<file path="config.mk">
export PLATFORM = sky130hd
export DESIGN_NAME = line_buffer_ctrl
export DESIGN_NICKNAME = d
export VERILOG_FILES = /design/src/rtl/line_buffer_ctrl_pkg.sv /design/src/rtl/line_buffer_ctrl_pad_scan_counter.sv /design/src/rtl/line_buffer_ctrl.sv
export SDC_FILE = /design/constraint.sdc
export NUM_CORES = 1
export LEC_CHECK = 0
export CORE_UTILIZATION = 30
export DETAILED_ROUTE_END_ITERATION = 12
export HOLD_SLACK_MARGIN = 0.05
export PLACE_DENSITY = 0.68
export SLEW_MARGIN = 30
export SYNTH_ARGS = -nofsm -noshare
export SYNTH_HDL_FRONTEND = slang
export SYNTH_SLANG_ARGS = --single-unit
</file>
<file path="constraint.sdc">
create_clock -name clk -period 2.5 [get_ports clk]
set_input_delay 0.5 -clock clk [delete_from_list [all_inputs] [get_ports clk]]
set_output_delay 0.5 -clock clk [all_outputs]
set_load 0.005 [all_outputs]
</file>
<file path="src/rtl/line_buffer_ctrl_pkg.sv">
// Shared conv package: controller state encoding and padded-geometry helpers.
package line_buffer_ctrl_pkg;

    typedef enum logic [1:0] {
        IDLE  = 2'd0,
        RUN   = 2'd1,
        DRAIN = 2'd2
    } lb_state_t;

    function automatic int padded_dim(input int n, input int pad);
        return n + 2 * pad;
    endfunction

    function automatic int win_count(input int ph, input int pw, input int kh, input int kw);
        return (ph - kh + 1) * (pw - kw + 1);
    endfunction

    // Counter width with a one-bit floor so degenerate 1-wide maps still elaborate.
    function automatic int cnt_width(input int n);
        return (n > 1) ? $clog2(n) : 1;
    endfunction

endpackage

</file>
<file path="src/rtl/line_buffer_ctrl_pad_scan_counter.sv">
// Raster scan over the padded map: holds (r,c), wraps, and decodes pad / last / window position.
module pad_scan_counter
    import line_buffer_ctrl_pkg::*;
#(
    parameter int Kh    = 3,
    parameter int Kw    = 3,
    parameter int h     = 5,
    parameter int w     = 5,
    parameter int pad_h = 1,
    parameter int pad_w = 1
) (
    input  logic clk,
    input  logic rst,
    input  logic clear,
    input  logic step,
    output logic pad,
    output logic last,
    output logic win_pos
);

    localparam int PH = padded_dim(h, pad_h);
    localparam int PW = padded_dim(w, pad_w);
    localparam int RW = cnt_width(PH);
    localparam int CW = cnt_width(PW);

    logic [RW-1:0] r;
    logic [CW-1:0] c;
    int            ri;
    int            ci;

    assign ri = int'(r);
    assign ci = int'(c);

    assign pad     = (ri < pad_h) || (ri >= pad_h + h) || (ci < pad_w) || (ci >= pad_w + w);
    assign last    = (ri == PH - 1) && (ci == PW - 1);
    assign win_pos = (ri >= Kh - 1) && (ci >= Kw - 1);

    always_ff @(posedge clk or negedge rst) begin
        if (!rst) begin
            r <= '0;
            c <= '0;
        end else if (clear) begin
            r <= '0;
            c <= '0;
        end else if (step) begin
            if (ci == PW - 1) begin
                c <= '0;
                r <= (ri == PH - 1) ? '0 : r + 1'b1;
            end else begin
                c <= c + 1'b1;
            end
        end
    end

endmodule

</file>
<file path="src/rtl/line_buffer_ctrl.sv">
// Line-buffer front-end controller: injects zero padding, paces upstream pixels and flags window positions.
module line_buffer_ctrl
    import line_buffer_ctrl_pkg::*;
#(
    parameter int Kh        = 3,
    parameter int Kw        = 3,
    parameter int h         = 5,
    parameter int w         = 5,
    parameter int pad_h     = 1,
    parameter int pad_w     = 1,
    parameter int BIT_WIDTH = 16
) (
    input  logic                 clk,
    input  logic                 rst,
    input  logic                 start,
    input  logic                 in_valid,
    output logic                 in_ready,
    input  logic [BIT_WIDTH-1:0] in_data,
    output logic                 lb_valid,
    output logic                 lb_zero,
    output logic [BIT_WIDTH-1:0] lb_data,
    output logic                 win_valid,
    input  logic                 win_ready,
    output logic                 busy,
    output logic                 done
);

    lb_state_t state;
    logic      pad;
    logic      last;
    logic      win_pos;
    logic      adv;
    logic      run;
    logic      shift;

    // A pending window that is not accepted freezes the whole scan.
    assign adv   = !win_valid || win_ready;
    assign run   = (state == RUN);
    assign shift = run && adv && (pad || in_valid);

    assign lb_valid = shift;
    assign lb_zero  = pad;
    assign lb_data  = in_data;
    assign in_ready = run && !pad && adv;
    assign busy     = (state != IDLE);

    pad_scan_counter #(
        .Kh    (Kh),
        .Kw    (Kw),
        .h     (h),
        .w     (w),
        .pad_h (pad_h),
        .pad_w (pad_w)
    ) u_scan (
        .clk     (clk),
        .rst     (rst),
        .clear   ((state == IDLE) && start),
        .step    (shift),
        .pad     (pad),
        .last    (last),
        .win_pos (win_pos)
    );

    always_ff @(posedge clk or negedge rst) begin
        if (!rst) begin
            state     <= IDLE;
            win_valid <= 1'b0;
            done      <= 1'b0;
        end else begin
            done <= 1'b0;
            if (shift && win_pos) begin
                win_valid <= 1'b1;
            end else if (win_ready) begin
                win_valid <= 1'b0;
            end
            case (state)
                IDLE:    if (start) state <= RUN;
                RUN:     if (shift && last) state <= DRAIN;
                DRAIN: begin
                    // The final window is always pending here; its acceptance ends the frame.
                    if (win_valid && win_ready) begin
                        state <= IDLE;
                        done  <= 1'b1;
                    end
                end
                default: state <= IDLE;
            endcase
        end
    end

endmodule

</file>
==> metrics.yaml <==
power_density_nw_per_um2: 1160
finalNonFillerCells: 103
antenna_found_initial: 0
synthCells: 75
grt_max_degree: 11
clk_path_buf_depth: 2
fin_setup_tns_ns: 0
relSlewSlack_pct: 69.3
crit_type: "flop to output port"
fin_worst_skew_ns: 0.00778
met2_usage_pct: 16.4
grt_pass1_vias: 429
drive_gt1_share_pct: 21.1
multi_input_area_um2: 295
fillers: 219
dp_slack_ns: 0.110
crit_required_ns: 2.00
worst-path-max-fanout: 8
start_kind: "flop"
cts_sinks: 10
whs_path_depth: 1
initial_core_util_pct: 33.2
cp-end-kind: "output port"
outcome: "finished clean"
die_w_um: 49.5
regToRegStartpoint: "u_scan.c[2]"
ys_types: 24
tightest_slew_ns: 0.459
wl_um: 1330
die_area_um2: 2450
synth.avg_cell_area_um2: 9.04
finalHoldViolations: 0
synthesis.nets: 96
hold-path-endpoint: "state[0]"
fin_util_pct: 37.0
row_count: 16
vdd_drop_max_uv: 397
core_area_um2: 2040
hold_path_class: "flop to flop"
grt_use_met1_pct: 13.6
track_usage_pct: 10.6
htreeDepth: 1
clk_pin_slew_ns: 0.07
min-delay-start: "state[1]"
power_leakage_nw: 0.315
die_h_um: 49.5
r2r-end: "u_scan.c[2]"
vias: 517
rr_worst_depth: 5
critPathArrivalTime_ns: 1.90
postLayoutSetupSlackWorst_ns: 0.0972
clock_latency_ns: 0.26
setup_viol: 0
vias_per_cell: 5.02
area_growth_pct: 11.4
maxCapViolCount: 0
first_pass_iters: 4
ys_ff_latch: 10
regArea_um2: 253
hpwl_um: 912
cts_tree: "built"
ys_warn_count: 0
drc_errors: 0
grt_busiest_layer: "met2"
gr-total-overflow: 0
io_buffers: 10
io-pin-count: 43
detail-route-antenna-nets: 0
synth.yosys.seq_area_share_pct: 36.9
post_drt_wl_per_cell_um: 12.9
period_minus_slack_ns: 2.40
rsz0062_at_grt: "no"
clock-root-buffer: "clkbuf_4"
gp_congestion: 0.816
layout.nets: 98
gr-usage-met3_pct: 2.78
dp.cells: 98
placed_area_um2: 707
syn_area_um2: 678
drtIter0Drc: 18
grt_pass1_wl_um: 1990
cts_made_buffers: 3
ff2ff_setup_slack_ns: 0.65
period_share_pct: 96.1
insertedDiodeCount: 0
fmax_mhz: 416
design_area_um2: 756
finalMaxSlewViolations: 0
how the worst max path moves through the flow:
stage / slack, ns / start / end / depth (start not counted)
global placement: 0.10 / win_ready / lb_valid / 5
floorplan: 0.90 / u_scan.c[2] / u_scan.c[2] / 4
CTS: 0.03 / u_scan.c[2] / lb_valid / 4
global route: 0.01 / u_scan.c[2] / lb_valid / 4
finish: 0.1 / u_scan.c[2] / lb_valid / 4
detailed placement: 0.11 / win_ready / lb_valid / 5
layout by cell type, fill, tap and decap left out, types with 2 or more instances in the layout:
cell type / instances
o31ai_1: 4
nand2_1: 7
clkbuf_4: 3
a21oi_1: 6
or4_1: 3
clkdlybuf4s50_1: 10
inv_1: 4
dfrtp_2: 2
buf_4: 3
nor2_1: 6
or3b_2: 2
dfrtp_1: 8
o21ai_0: 2
area by class of cell:
type / instances / area share, %
multi-input combinational: 45 / 39.1
sequential: 10 / 33.4
timing repair buffer: 13 / 16.2
clock buffer: 4 / 4.80
tap: 27 / 4.47
inverter: 4 / 1.99
layer usage:
layer / vias to the layer above / wire (um) / share of wire [%]
met2: 25 / 636 / 48
li1: 253 / - / -
met3: 4 / 90 / 6.8
met4: 0 / 21 / 1.6
met1: 235 / 581 / 44
met5: - / 0 / 0
flip-flops by register name, indices dropped and copies added, names as in the netlist:
name	cells
win_valid	1
u_scan.c	3
u_scan.r	3
done	1
state	2
logic make-up after synthesis:
kind of cell           after synthesis  share of synthesized area (%)
flip-flops                          10                           36.9
AND/OR/NAND/NOR                     29                           27.5
AO/OA/AOI/OAI                       16                           15.7
buffers and inverters               20                           19.9
worst max-delay path: stages, from the launching register on:
cell             delay (ns)
dfrtp_2                0.46
or3_1                  0.41
nor4b_4                0.15
nor2_2                 0.11
clkdlybuf4s50_1        0.51
through the flow:
| stage | hold WS (ns) | total power, mW |
|---|---|---|
| finish | 0.503 | 0.878 |
| floorplan | 0.204 | 0.558 |
| global placement | 0.496 | 0.699 |
| global route | 0.529 | 0.952 |
| CTS | 0.503 | 0.856 |
| detailed placement | 0.496 | 0.706 |
synth_stat cells:
master / n / area (um^2)
or3_1: 1 / 6.26
nor4b_4: 1 / 23.8
a21oi_1: 6 / 30.0
nand2_1: 7 / 26.3
and4b_1: 1 / 10.0
or4_1: 3 / 22.5
o22ai_1: 1 / 6.26
a2111o_1: 1 / 11.3
inv_1: 4 / 15.0
o21ai_0: 2 / 10.0
buf_4: 16 / 120
nor3_4: 1 / 16.3
or3b_2: 2 / 17.5
dfrtp_1: 10 / 250
nor2_1: 7 / 26.3
or2_2: 1 / 6.26
nand2b_1: 1 / 6.26
o32ai_1: 1 / 8.76
o31ai_1: 4 / 30.0
nor3_1: 1 / 5.00
nor2b_1: 1 / 6.26
nand4b_1: 1 / 8.76
nand3_1: 1 / 5.00
a22o_2: 1 / 10.0
repair_timing:
| item | 4_1_cts | 5_1_grt |
|---|---|---|
| endpoints found under the setup margin | 0 | 1 |
| hold buffers | 0 | 0 |
| gates resized for setup | 0 | 3 |
| buffers inserted | 0 | 1 |
report_power, final:
group / leakage (nW) / internal, mW / switching [mW]
logic: 0.171 / 0.239 / 0.182
clock network: 0.0210 / 0.0882 / 0.0552
registers: 0.123 / 0.218 / 0.0953
No activity file was read; power rests on OpenSTA's default activity.
